--- config.mk ---
export PLATFORM = sky130hd
export DESIGN_NAME = keyvalue_param
export DESIGN_NICKNAME = d
export VERILOG_FILES = /design/src/rtl/keyvalue_param.sv
export SDC_FILE = /design/constraint.sdc
export NUM_CORES = 1
export LEC_CHECK = 0
export CORE_ASPECT_RATIO = 0.75
export CORE_MARGIN = 2
export CORE_UTILIZATION = 34
export DETAILED_ROUTE_END_ITERATION = 16
export GPL_TIMING_DRIVEN = 0
export PLACE_DENSITY_LB_ADDON = 0.2
export SETUP_SLACK_MARGIN = 0.1
export SYNTH_ARGS = -nofsm -noshare
export SYNTH_HDL_FRONTEND = slang
export SYNTH_SLANG_ARGS = --single-unit
--- constraint.sdc ---
create_clock -name sys_clk -period 4.1 [get_ports sys_clk]
set_clock_uncertainty 0.05 [all_clocks]
set_input_delay 0.82 -clock sys_clk [delete_from_list [all_inputs] [get_ports sys_clk]]
set_output_delay 0.82 -clock sys_clk [all_outputs]
set_load 0.05 [all_outputs]
--- src/rtl/keyvalue_param.sv ---
// rtl/keyvalue_param.sv - parametrised key/value table slave with sequential scan
module keyvalue_param #(
    parameter int KEY_W  = 8,
    parameter int VAL_W  = 16,
    parameter int DEPTH  = 8,
    parameter int DATA_W = 32
) (
    input  logic                     sys_clk,
    input  logic                     sys_rst_1,
    input  logic                     CYC_i,
    input  logic                     STB_i,
    input  logic                     WE_i,
    input  logic                     ADR_IS_KEY_i,
    input  logic                     DAT_IS_KEY_i,
    input  logic [DATA_W-1:0]        ADR_i,
    input  logic [DATA_W-1:0]        DAT_i,
    output logic                     ACK_o,
    output logic [DATA_W-1:0]        DAT_o,
    output logic                     HIT_o,
    output logic                     DUP_o,
    output logic                     ERR_o,
    output logic [$clog2(DEPTH):0]   COUNT_o,
    output logic [31:0]              LA_o
);

    localparam int IDX_W = $clog2(DEPTH);
    localparam int CNT_W = IDX_W + 1;

    typedef enum logic [1:0] {IDLE = 2'd0, SCAN = 2'd1, ACK = 2'd2} state_t;
    typedef enum logic [1:0] {OP_INS = 2'd0, OP_DEL = 2'd1, OP_LKP = 2'd2, OP_REV = 2'd3} op_t;

    state_t             state;
    op_t                op;
    logic [KEY_W-1:0]   key_l;
    logic [VAL_W-1:0]   val_l;
    logic [IDX_W-1:0]   idx;
    logic [IDX_W-1:0]   free_idx;
    logic               free_found;
    logic [1:0]         rev_hits;
    logic [KEY_W-1:0]   rev_key;
    logic [DEPTH-1:0]   valid;
    logic [CNT_W-1:0]   count;
    logic [KEY_W-1:0]   keys [DEPTH];
    logic [VAL_W-1:0]   vals [DEPTH];

    logic               key_match;
    logic               val_match;
    logic               is_last;
    logic               ins_room;
    logic [IDX_W-1:0]   ins_slot;
    logic [1:0]         rev_hits_nx;
    logic [KEY_W-1:0]   rev_key_nx;
    logic               done;
    logic               r_hit;
    logic               r_dup;
    logic               r_err;
    logic [DATA_W-1:0]  r_dat;
    logic               set_v;
    logic               clr_v;
    logic               wr_en;
    logic [IDX_W-1:0]   wr_idx;
    logic               unused_bits;

    assign unused_bits = ^{ADR_i, DAT_i};

    // Per-cycle examination of entry idx and the result it would commit
    always_comb begin
        key_match   = valid[idx] && (keys[idx] == key_l);
        val_match   = valid[idx] && (vals[idx] == val_l);
        is_last     = (idx == IDX_W'(DEPTH - 1));
        ins_room    = free_found || !valid[idx];
        ins_slot    = free_found ? free_idx : idx;
        rev_hits_nx = (val_match && rev_hits != 2'd2) ? rev_hits + 2'd1 : rev_hits;
        rev_key_nx  = (val_match && rev_hits == 2'd0) ? keys[idx] : rev_key;
        done  = 1'b0;
        r_hit = 1'b0;
        r_dup = 1'b0;
        r_err = 1'b0;
        r_dat = '0;
        set_v = 1'b0;
        clr_v = 1'b0;
        case (op)
            OP_INS: begin
                if (key_match) begin
                    done  = 1'b1;
                    r_hit = 1'b1;
                    r_dup = 1'b1;
                    r_dat = DATA_W'(val_l);
                end else if (is_last) begin
                    done = 1'b1;
                    if (ins_room) begin
                        set_v = 1'b1;
                        r_dat = DATA_W'(val_l);
                    end else begin
                        r_err = 1'b1;
                    end
                end
            end
            OP_DEL: begin
                if (key_match) begin
                    done  = 1'b1;
                    r_hit = 1'b1;
                    clr_v = 1'b1;
                    r_dat = DATA_W'(vals[idx]);
                end else if (is_last) begin
                    done = 1'b1;
                end
            end
            OP_LKP: begin
                if (key_match) begin
                    done  = 1'b1;
                    r_hit = 1'b1;
                    r_dat = DATA_W'(vals[idx]);
                end else if (is_last) begin
                    done = 1'b1;
                end
            end
            default: begin
                if (is_last) begin
                    done  = 1'b1;
                    r_hit = (rev_hits_nx != 2'd0);
                    r_dup = rev_hits_nx[1];
                    r_dat = DATA_W'(rev_key_nx);
                end
            end
        endcase
        wr_en  = (state == SCAN) && (op == OP_INS) && !sys_rst_1 && (key_match || set_v);
        wr_idx = key_match ? idx : ins_slot;
    end

    // Key/value storage; deliberately unreset, validity lives in valid[]
    always_ff @(posedge sys_clk) begin
        if (wr_en) begin
            keys[wr_idx] <= key_l;
            vals[wr_idx] <= val_l;
        end
    end

    // Control FSM: latch request, scan one entry per cycle, commit on entry to ACK
    always_ff @(posedge sys_clk) begin
        if (sys_rst_1) begin
            state      <= IDLE;
            op         <= OP_LKP;
            key_l      <= '0;
            val_l      <= '0;
            idx        <= '0;
            free_idx   <= '0;
            free_found <= 1'b0;
            rev_hits   <= '0;
            rev_key    <= '0;
            valid      <= '0;
            count      <= '0;
            ACK_o      <= 1'b0;
            DAT_o      <= '0;
            HIT_o      <= 1'b0;
            DUP_o      <= 1'b0;
            ERR_o      <= 1'b0;
        end else begin
            case (state)
                IDLE: begin
                    ACK_o <= 1'b0;
                    if (CYC_i && STB_i) begin
                        op         <= WE_i ? (ADR_IS_KEY_i ? OP_INS : OP_DEL)
                                           : (DAT_IS_KEY_i ? OP_REV : OP_LKP);
                        key_l      <= ADR_i[KEY_W-1:0];
                        val_l      <= DAT_i[VAL_W-1:0];
                        idx        <= '0;
                        free_found <= 1'b0;
                        rev_hits   <= '0;
                        rev_key    <= '0;
                        state      <= SCAN;
                    end
                end
                SCAN: begin
                    idx      <= idx + IDX_W'(1);
                    rev_hits <= rev_hits_nx;
                    rev_key  <= rev_key_nx;
                    if (!valid[idx] && !free_found) begin
                        free_found <= 1'b1;
                        free_idx   <= idx;
                    end
                    if (done) begin
                        state <= ACK;
                        ACK_o <= 1'b1;
                        DAT_o <= r_dat;
                        HIT_o <= r_hit;
                        DUP_o <= r_dup;
                        ERR_o <= r_err;
                        if (set_v) begin
                            valid[ins_slot] <= 1'b1;
                            count           <= count + CNT_W'(1);
                        end
                        if (clr_v) begin
                            valid[idx] <= 1'b0;
                            count      <= count - CNT_W'(1);
                        end
                    end
                end
                default: begin
                    ACK_o <= 1'b0;
                    state <= IDLE;
                end
            endcase
        end
    end

    assign COUNT_o = count;
    assign LA_o    = {state, HIT_o, DUP_o, ERR_o, 3'b000, 8'(count), 16'(idx)};

endmodule

==> impl_summary.md, run 1 <==
Finish
Of the cells placed in the final design, the portion with a size suffix greater than 1 is 19.1%. Compared with the post-synthesis result, the final layout area differs by 23.3%. The net count reported at finish is 1075. 0 antenna diodes ended up in the layout. After filler insertion, the fill cell instance count of the layout stands at 3088.

STA
The worst path setup slack after routing is 0.295 ns. The setup TNS after final layout is 0 ns. The final-report hold violation count is 0. The final number of max-transition violations came to 0.

Headroom to the max-slew limit came out at 27.6%. Setup repair after global routing left no endpoint under its margin. The final count of negative-setup-slack endpoints is 0. The actual transition at the worst max-transition pin is 1.09 ns. For the finished layout, the period the worst path requires is 3.81 ns.

The timing-limited maximum frequency is 263 MHz. The worst path uses 92.8% of the clock period. Final hold analysis gives a worst-case slack of 0.396 ns.

Worst hold path
For hold timing, the worst endpoint is DAT_o[12]. The path type of the worst min-delay path is reg2reg. Counting instances, the worst hold path has a depth of 2.

The startpoint of the most critical hold path is DAT_o[12].

Logic synthesis
The synthesized netlist devotes 1.90% of its cell area to XOR and XNOR gates. Of all flip-flops after synthesis, the portion carrying an async set or reset was 0%. The flip-flop and latch count after synthesis is 272. In this run, synthesis inferred 192 flip-flops with an integrated enable. The post-synthesis cell area is 0.0115 mm2. For this run, the leading register cell type out of synthesis is edfxtp_1.

The share of the synthesized area in compound gates (AO/OA/AOI/OAI) is 6.95%. The synthesized-area fraction occupied by adder cells is 0.867%. For this run, the number of Yosys warnings is 0. The combinational family with the most area after synthesis is multiplexers.

The sequential-to-total area share from yosys stat is 63.8%. The post-synthesis mux area share is 12.6%. The number of distinct library cell variants in the gate-level netlist after synthesis is 62. The post-synthesis simple-gate area fraction is 8.81%. Counting every instance in the synthesized netlist gives 844. The average footprint of a synthesized cell is 13.7 um2.

Power
Power spread over the standard cell area amounts to 411 mW/mm2. The internal power contribution is 4.51 mW. In this run, the clock network consumes 42.8% of the power.

Combinational logic burns 6.2% of the power. The analysis attributes to cell leakage a power of 4.87 nW. The net load switching power is 1.34 mW. Of the total power, the share spent switching nets is 22.9%. VDD sags by at most 0.317 mV.

The total power consumption of the routed design is 5.85 mW. Of the total power, registers draw 51.0%.

Global route
The initial antenna violation count is 0. The first global-routing pass estimated 46.2 mm of wire. The overall global routing resource usage is 17.7%. Entering global routing, the biggest net connects 24 pins. The via count of the first global-routing pass is 7041. The global-route congestion overflow total is 0.

Route
The post-detailed-route via-to-cell ratio is 5.00. In the final routed layout, each cell accounts on average for 21.4 um. The antenna violation net count after detailed routing is 0. The count of vias placed by the detailed router is 7330. The first routing iteration left 705 violations.

The first detailed-routing pass took 7 iterations. Summed over all layers, the routed wires come to 31.3 mm. The residual DRC count is 0.

Worst setup path
The setup slack of the worst register-to-register path is 0.29 ns. The critical path goes through buf_6, buf_8, mux4_2, mux2i_1, xor2_1, nand4_1, buf_4, nor3_4, nand2b_1, mux2i_2, nand3_4, nor2_4, buf_12. The critical path's largest stage delay is 0.52 ns. The cell count of the worst reg-to-reg path is 13. The top fanout value on the critical path is 23. The critical path is of the reg2reg type. STA classifies the critical path startpoint as a flip-flop. For the worst setup path, the data arrival time is 3.99 ns. At the worst endpoint, the required time is 4.29 ns. The endpoint identified for the worst register-to-register timing path is keys[6][6]. The critical-path cell with the highest stage delay is mux4_2. The endpoint type of the worst setup path is a flip-flop.

Clock network
The TritonCTS sink count is 272. The worst-case clock buffer depth is 3. The number of hold-repair buffers added at the cts stage is 0. The clock latency on the worst-skew pair is 0.55 ns. The total number of H-tree levels is 1.

The CTS buffer count is 27. TritonCTS built the clock tree. Clock-pin slew was measured on the worst setup and hold paths at 0.06 ns.

CTS placed an instance of clkbuf_16 at the clock tree root.

Place
The congestion estimate from routability-driven global placement came to 0.799. The sum of net half-perimeters after detailed placement is 20.9 mm. The worst-case setup slack after placement is -1.30 ns. The count of input and output buffers is 65.

Floorplan
Once the floorplan was initialized, standard cells occupied 34.5% of the core. The die span in y is 164 um. The top-level I/O count is 143. The area enclosed by the die boundary is 0.0355 mm2. The floorplan has 58 rows. In this run the horizontal extent of the chip is 217 um.

The total area inside the core boundary comes to 0.0335 mm2.

Status
The run finished with clean final reports.

Flow run
The tool flagged a number of max-cap violations equal to 0.
flip-flops by register name, indices dropped and copies added, names as in the netlist, 4 cells and up, named ones only:
register  cells
rev_key       8
valid         8
DAT_o        16
COUNT_o       4
keys         64
key_l         8
val_l        16
vals        128
placed cells by master, fill, tap and decap left out, drive strengths merged, types with 11 or more instances in the layout:
cell             n
dfxtp           80
nand3           20
conb            36
buf             85
nor2            42
mux4            34
o21ai           16
nand4           13
mux2i           48
clkinv          13
clkbuf          55
xor2            17
mux2            18
edfxtp         192
clkdlybuf4s50   65
inv             17
nand2           88
o221ai          11
a21oi           65
routing by layer:
metal / track usage (%) / wire length (um) / up-vias
met2: 27.7 / 14400 / 198
met4: 3.30 / 456 / 0
met1: 26.1 / 14900 / 3722
li1: - / - / 3373
met3: 2.66 / 1580 / 37
met5: 0 / 0 / -
cell families (layout without fill, tap and decap cells):
family,count (synthesis),in the layout
buffers and inverters,101,239
DFF,272,272
adders and majority gates,8,8
muxes,100,100
xor gates and xnor gates,25,25
other,1,36
and+or+nand+nor,207,207
AOI/OAI and AO/OA,130,130
cell usage after synthesis (all sizes together), types with 6 or more instances:
master    n  area (um2)
a211oi    9        67.6
a21oi    65         325
a22oi     6        45.0
buf      62         435
clkbuf   23        86.3
dfxtp    80        1600
edfxtp  192        5770
ha        8         100
inv      16        60.1
mux2     18         203
mux2i    48         484
mux4     34         766
nand2    88         338
nand2b    7        43.8
nand3    20         105
nand3b    6        45.0
nand4    13        87.6
nor2     42         160
nor2b     8        50.1
nor3      8        50.1
o21ai    16        80.1
o221ai   11        96.3
o22ai     6        37.5
xnor2     8        70.1
xor2     17         149
power groups by stage:
| stage | registers (mW) | clock network, mW | logic (mW) |
|---|---|---|---|
| finish | 2.98 | 2.50 | 0.361 |
| CTS | 2.98 | 2.54 | 0.360 |
| detailed placement | 3.04 | 0 | 0.356 |
| global route | 2.99 | 2.65 | 0.387 |
| global placement | 3.04 | 0 | 0.354 |
| floorplan | 3.04 | 0 | 0.249 |
final cells by class:
| class | count | area, um2 | share of cell area, % |
|---|---|---|---|
| clock inverters | 18 | 170 | 1.20 |
| inverters | 16 | 60.1 | 0.422 |
| repair buffers | 88 | 983 | 6.91 |
| flip-flops and latches | 272 | 7370 | 51.8 |
| clock buffers | 32 | 714 | 5.02 |
| well taps | 450 | 563 | 3.96 |
| plain buffers | 85 | 552 | 3.88 |
| multi-input cells | 506 | 3820 | 26.9 |
stage by stage:
step | cells | area (um2) | utilization [%]
2_1_floorplan | 879 | 11700 | -
3_3_place_gp | 1394 | 12900 | 38.5
3_5_place_dp | 1402 | 13100 | 39.3
4_1_cts | 1463 | 14200 | 42.4
5_1_grt | 1467 | 14200 | 42.5
6_report | 1467 | 14200 | 42.5
how the worst max path moves through the flow:
stage | endpoint | slack [ns] | cells after the start
floorplan | keys[1][0] | -0.01 | 12
global placement | keys[3][6] | -2.79 | 12
detailed placement | vals[5][15] | -1.30 | 13
CTS | DAT_o[5] | 0.11 | 10
global route | keys[6][6] | 0.11 | 13
finish | keys[6][6] | 0.29 | 13
worst max-delay path: cells and delay by family, from the launching register on:
kind                   cells  cell delay (ns)
buffers and inverters      4             0.82
multiplexers               3             1.06
XOR/XNOR                   1             0.18
flip-flops                 1             0.36
AND/OR/NAND/NOR            5             0.97
timing repair:
action	CTS	global route
gates cloned	0	0
pin swaps	9	4
setup buffers	11	4
gates resized for setup	14	7
setup endpoints to repair	210	150
Power figures use the tool's default switching activity.
==> run 2, diff against run 1 <==
GPL_TIMING_DRIVEN = unset   (was 0)
==> impl_summary.md, run 2 (synthesis results as in run 1) <==
Status
The run finished with clean final reports.

STA
Setup repair after global routing left no endpoint under its margin. The tightest slew margin relative to the limit is 42.6% (+15 points). The actual transition at the worst max-transition pin is 0.860 ns (-0.227 ns). The timing-limited maximum frequency came to 273 MHz (+4.0%). The final clock period utilization by the worst path is 89.3% (-3.6 points).

The final critical-path required period is 3.66 ns (-0.146 ns). The final-report hold violation count is 0 (unchanged). The final count of negative-setup-slack endpoints is 0 (unchanged). The setup TNS after final layout is 0 ns (unchanged). The final number of max-transition violations was 0 (unchanged).

Global route
The fraction of met2 tracks used by global routing is 25.5% (-2.2 points). The first-pass GRT wire length was 42.2 mm (-8.7%). The via count of the first global-routing pass is 6760 (-4.0%). The pin count of the biggest net entering global routing is 63 (+160%). The initial antenna violation count is 0 (unchanged). The met1 track demand over resource is 22.7% (-3.4 points). The fraction of met3 tracks used by global routing is 2.72% (+0.056 points). The overall global routing resource usage came to 15.9% (-1.8 points). The layer flagged by global routing as most heavily used is met2. The global-route congestion overflow total was 0 (unchanged).

Power
The areal power density over the cells was 422 mW/mm2 (+2.8%). The static leakage is 4.58 nW (-6.1%). The worst supply voltage drop on vdd came to 0.278 mV (-12%).

Finish
The register with the most flip-flops in the final layout is vals. The core occupancy in the finished layout is 41.1% (-1.5 points). The area added between synthesis and finish is 19.1%. Leaving out fill and tap cells, the most frequent cells in the layout are edfxtp_1 (192), nand2_1 (87), dfxtp_1 (78). The number of diodes added for antenna fixing is 0 (unchanged). The most common library cell in the layout ignoring fill and taps is edfxtp_1. The largest registers in the layout are vals (128), keys (64). The number of flip-flops in the largest register is 128 (unchanged).

The share of final-layout standard cells stronger than drive strength 1 is 15.4% (-3.7 points). The net count reported at finish was 1010 (-6.0%).

Floorplan
The die outline width is 217 um (unchanged). The top-level I/O count is 143 (unchanged). The die span in y is 164 um (unchanged).

The starting density of the core was 34.5% (unchanged). The area enclosed by the die boundary is 0.0355 mm2 (unchanged). The core outline area is 0.0335 mm2 (unchanged). The number of rows created at floorplan was 58 (unchanged).

Route
The length of the first detailed-routing pass in iterations is 5 (-2). The residual DRC count is 0 (unchanged). The antenna violation net count after detailed routing was 0 (unchanged). The post-detailed-route via-to-cell ratio is 4.89 (-2.1%). The count of vias placed by the detailed router is 6865 (-6.3%).

The initial DRC count came to 608 (-14%). The average wire per cell in the routed design is 19.8 um (-7.2%). The total wire length after detailed routing is 27.8 mm (-11%).

Clock network
The worst-case clock buffer depth is 3 (unchanged). The clock tree from TritonCTS is done. The count of buffers added by post-CTS timing repair for setup was 0 (-11).

The library cell used as clock root buffer is clkbuf_16. The CTS buffer count came to 28 (+3.7%). The TritonCTS sink count was 272 (unchanged). The number of hold-repair buffers added at the cts stage is 0 (unchanged). The clock transition time at the flip-flop clock pins of the worst setup and hold paths was 0.06 ns (about the same). The total number of H-tree levels is 1 (unchanged). The number of gates resized after CTS is 0 (-14).

The clock latency on the worst-skew pair was 0.55 ns (about the same).

Place
The sum of net half-perimeters after detailed placement came to 18.2 mm (-13%). The final weighted congestion in routability-driven placement is 0.757 (-5.3%). The count of input and output buffers was 66 (+1.5%).

Worst setup path
The type of origin of the critical path is a flip-flop. The data arrival time of the critical path came to 3.83 ns (-0.16 ns). The required time of the worst setup path is 4.27 ns (-0.02 ns). The setup path with the least slack is of type reg2reg.

STA classifies the critical path endpoint as a flip-flop. The top fanout value on the critical path is 27 (+17%).

Flow run
The number of max-cap violations is 0 (unchanged).

Worst hold path
The path type of the worst min-delay path is reg2reg.
-- run 2: through the flow --
stage	instance area (um2)	hold WS (ns)	setup slack [ns]	cells	total power, mW
after floorplan	11700	0.393	-0.00983	879	3.28
after global placement	12800	0.386	0.471	1351	3.36
after detailed placement	12800	0.390	0.424	1351	3.36
after CTS	13700	0.398	0.390	1403	5.87
after global routing	13700	0.422	0.139	1403	6.01
final	13700	0.393	0.441	1403	5.81
-- run 2: critical path: stages, from the launching register on --
cell      delay (ns)
dfxtp_2         0.37
buf_12          0.24
mux4_2          0.53
mux2i_1         0.23
xor2_1          0.19
nand4_1         0.26
nor3_2          0.42
nand2_1         0.10
nand2_1         0.12
nand3b_1        0.24
nor2_2          0.26
buf_4           0.31
-- run 2: final timing paths --
path | endpoint | slack, ns | cells after the start | start
max reg2reg | keys[3][3] | 0.44 | 11 | flip-flop
max | keys[3][3] | 0.44 | 11 | flip-flop
min | DAT_o[8] | 0.39 | 2 | DAT_o[8]
min reg2reg | DAT_o[8] | 0.39 | 2 | DAT_o[8]
-- run 2: power by group --
part	total (mW)	switching [mW]	internal (mW)
clock	2.50	1.03	1.47
combinational	0.312	0.206	0.106
sequential	2.99	0.0412	2.95
-- run 2: layer usage --
| metal | part of all wire [%] | vias up |
|---|---|---|
| met5 | 0 | - |
| met4 | 1.6 | 0 |
| met3 | 3.9 | 31 |
| met2 | 47 | 132 |
| met1 | 48 | 3436 |
| li1 | - | 3266 |
-- run 2: cell type report --
class,instances,area (um2)
timing repair buffer,107,1100
inverter,16,60.1
fill,3106,19700
clock buffer,34,744
sequential,272,7370
clock inverter,18,155
tap,450,563
multi-input combinational,506,3750
==> run 3, diff against run 2 <==
==> constraint.sdc (replaced) <==
create_clock -name sys_clk -period 2.95 [get_ports sys_clk]
set_clock_uncertainty 0.05 [all_clocks]
set_input_delay 0.59 -clock sys_clk [delete_from_list [all_inputs] [get_ports sys_clk]]
set_output_delay 0.59 -clock sys_clk [all_outputs]
set_load 0.01 [all_outputs]
==> impl_summary.md, run 3 (synthesis results as in run 1) <==
Worst setup path
The critical path ends at keys[5][0]. The endpoint of the worst register-to-register path is keys[5][0]. The setup slack of the worst register-to-register path came to -0.39 ns (-0.83 ns). The cell count of the worst reg-to-reg path came to 14 (+3). On the critical path, the stage with the largest delay is an instance of mux4_2. The signal on the critical path passes through buf_12, mux4_2, mux2i_2, xor2_1, nand4_1, buf_6, nor3_4, nand2b_4, mux2i_4, nand3b_1, buf_6, nor2_4, buf_6, buf_16. The critical path's largest stage delay was 0.52 ns (about the same). The top fanout value on the critical path is 7 (-74%).

The data arrival time of the critical path came to 3.56 ns (-0.27 ns). The most frequent cell on the critical path is buf_6. The type of origin of the critical path is a flip-flop. The worst setup path is captured at a flip-flop. The required time of the worst setup path came to 3.17 ns (-1.10 ns). The setup path with the least slack is of type reg2reg.

Finish
The area added between synthesis and finish is 37.0%. The core occupancy in the finished layout is 47.3% (+6.2 points). The largest registers in the layout are vals (128), keys (64). The most common library cell in the layout ignoring fill and taps is edfxtp_1.

The net count reported at finish is 1154 (+14%). Leaving out fill and tap cells, the most frequent cells in the layout are edfxtp_1 (192), buf_4 (116), nand2_1 (81). The share of final-layout standard cells stronger than drive strength 1 is 33.1% (+18 points). The number of diodes added for antenna fixing is 0 (unchanged). The largest register by flop count is vals.

The number of flip-flops in the largest register is 128 (unchanged).

Global route
The via count of the first global-routing pass was 7594 (+12%). The pin count of the biggest net entering global routing is 63 (unchanged). The initial antenna violation count was 0 (unchanged). The overall global routing resource usage is 17.0% (+1.1 points). The first-pass GRT wire length is 45.5 mm (+8.0%).

The global-route congestion overflow total is 0 (unchanged).

Power
The portion of total power attributed to the clock network is 43.4% (+0.3 points). The switching share of total power came to 22.0% (-0.091 points). The internal power contribution is 6.43 mW (+42%). The portion of total power attributed to combinational logic is 6.4% (+1.0 points).

The worst supply voltage drop on vdd was 0.444 mV (+60%). The total power consumption of the routed design came to 8.24 mW (+42%). The static leakage is 5.57 nW (+22%). The areal power density over the cells was 521 mW/mm2 (+23%). The net load switching power is 1.81 mW (+41%). The part of the total power dissipated in sequential elements is 50.2% (-1.3 points).

Flow run
The number of max-cap violations is 0 (unchanged).

STA
Setup repair after global routing could not meet its margin everywhere. The final count of negative-setup-slack endpoints is 230 (+230). The final clock period utilization by the worst path was 113% (+24 points). The final-report hold violation count is 0 (unchanged). The timing-limited maximum frequency came to 299 MHz (+9.6%). The worst path setup slack after routing was -0.389 ns (-0.830 ns). The final critical-path required period is 3.34 ns (-0.320 ns). The tightest slew margin relative to the limit is 45.1% (+2.5 points).

The post-route worst hold slack was 0.397 ns (+0.00336 ns). The actual transition at the worst max-transition pin was 0.824 ns (-0.0364 ns). The final number of max-transition violations is 0 (unchanged).

Clock network
The TritonCTS sink count is 272 (unchanged). The root buffer cell chosen for the clock tree is clkbuf_16. The CTS buffer count is 29 (+3.6%). The total number of H-tree levels came to 1 (unchanged). The clock tree from TritonCTS is done. The worst-case clock buffer depth is 3 (unchanged).

The clock transition time at the flip-flop clock pins of the worst setup and hold paths is 0.06 ns (about the same). The clock latency on the worst-skew pair was 0.56 ns (about the same).

Place
The final weighted congestion in routability-driven placement was 0.737 (-2.6%). The count of input and output buffers is 66 (unchanged). The sum of net half-perimeters after detailed placement is 19.5 mm (+7.1%). The worst-case setup slack after placement is -0.491 ns (-0.915 ns).

Route
The antenna violation net count after detailed routing is 0 (unchanged). The length of the first detailed-routing pass in iterations is 5 (unchanged). The residual DRC count is 0 (unchanged). The count of vias placed by the detailed router is 7565 (+10%). The total wire length after detailed routing is 30.5 mm (+9.7%). The post-detailed-route via-to-cell ratio is 4.89 (-0.13%).

The initial DRC count is 519 (-15%). The average wire per cell in the routed design was 19.7 um (-0.56%).

Floorplan
The starting density of the core is 34.5% (unchanged). The core outline area is 0.0335 mm2 (unchanged). The die span in y is 164 um (unchanged). The top-level I/O count is 143 (unchanged).

The number of rows created at floorplan is 58 (unchanged). The area enclosed by the die boundary is 0.0355 mm2 (unchanged). The die outline width was 217 um (unchanged).

Status
The checks that failed: setup timing. The run finished, with violations left.

Worst hold path
The cell depth of the worst min-delay path is 2 (unchanged). The path type of the worst min-delay path is reg2reg.
[run 3: changes by cell type in the layout (fill, tap and decap cells not counted), moves of 5 or more]
cell,previous run,this run
buf_12,11,25
buf_4,30,116
buf_6,0,33
clkbuf_8,0,5
clkinv_1,10,3
mux2i_1,47,34
mux2i_4,0,9
nand2_1,87,81
nand3_1,18,8
nand3_2,2,10
nor2_2,9,4
nor2_4,0,9
[run 3: through the flow]
stage | std cells | setup TNS, ns | area [um2]
after global routing | 1548 | -101.95 | 15800
after global placement | 1452 | -88.13 | 13800
after detailed placement | 1452 | -91.83 | 13800
final | 1548 | -69.46 | 15800
after CTS | 1537 | -74.58 | 15500
after floorplan | 879 | -103.65 | 11800
[run 3: area by class of cell]
type | count | area (um2)
clock buffer | 40 | 838
clock inverter | 14 | 105
fill | 2948 | 17600
inverter | 16 | 60.1
multi-input combinational | 506 | 4230
sequential | 272 | 7370
tap | 450 | 563
timing repair buffer | 250 | 2650
[run 3: metal layers]
layer	share of wire, %	GRT usage [%]	vias to the layer above
li1	-	-	3558
met1	47	24.1	3805
met2	46	27.4	157
met3	4.3	2.70	45
met4	2.0	4.08	0
met5	0	0	-
[run 3: repair_timing]
item                       CTS  global route
setup endpoints to repair  234           236
cloned                       5             3
hold buffers                 0             0
resized for setup           92            38
pin swaps                   32            15
buffers inserted            28            10
[run 3: critical path, delay by kind of cell (launching register included)]
family	cells	cell delay, ns
buffers and inverters	5	0.74
flip-flops	1	0.37
XOR/XNOR	1	0.17
multiplexers	3	0.80
AND/OR/NAND/NOR	5	0.90
[run 3: power groups by stage]
stage               clock network, mW  registers, mW  logic, mW
floorplan                           0           4.21      0.270
global placement                    0           4.22      0.455
detailed placement                  0           4.22      0.456
CTS                              3.66           4.14      0.510
global route                     3.80           4.14      0.571
finish                           3.57           4.14      0.528
[run 3: how the worst min path moves through the flow]
stage,start,slack (ns),end
final,DAT_o[12],0.40,DAT_o[12]
after global routing,sys_rst_1,0.41,ACK_o
after detailed placement,DAT_o[12],0.39,DAT_o[12]
after floorplan,rev_key[0],0.39,rev_key[0]
after global placement,DAT_o[12],0.39,DAT_o[12]
after CTS,sys_rst_1,0.39,ACK_o
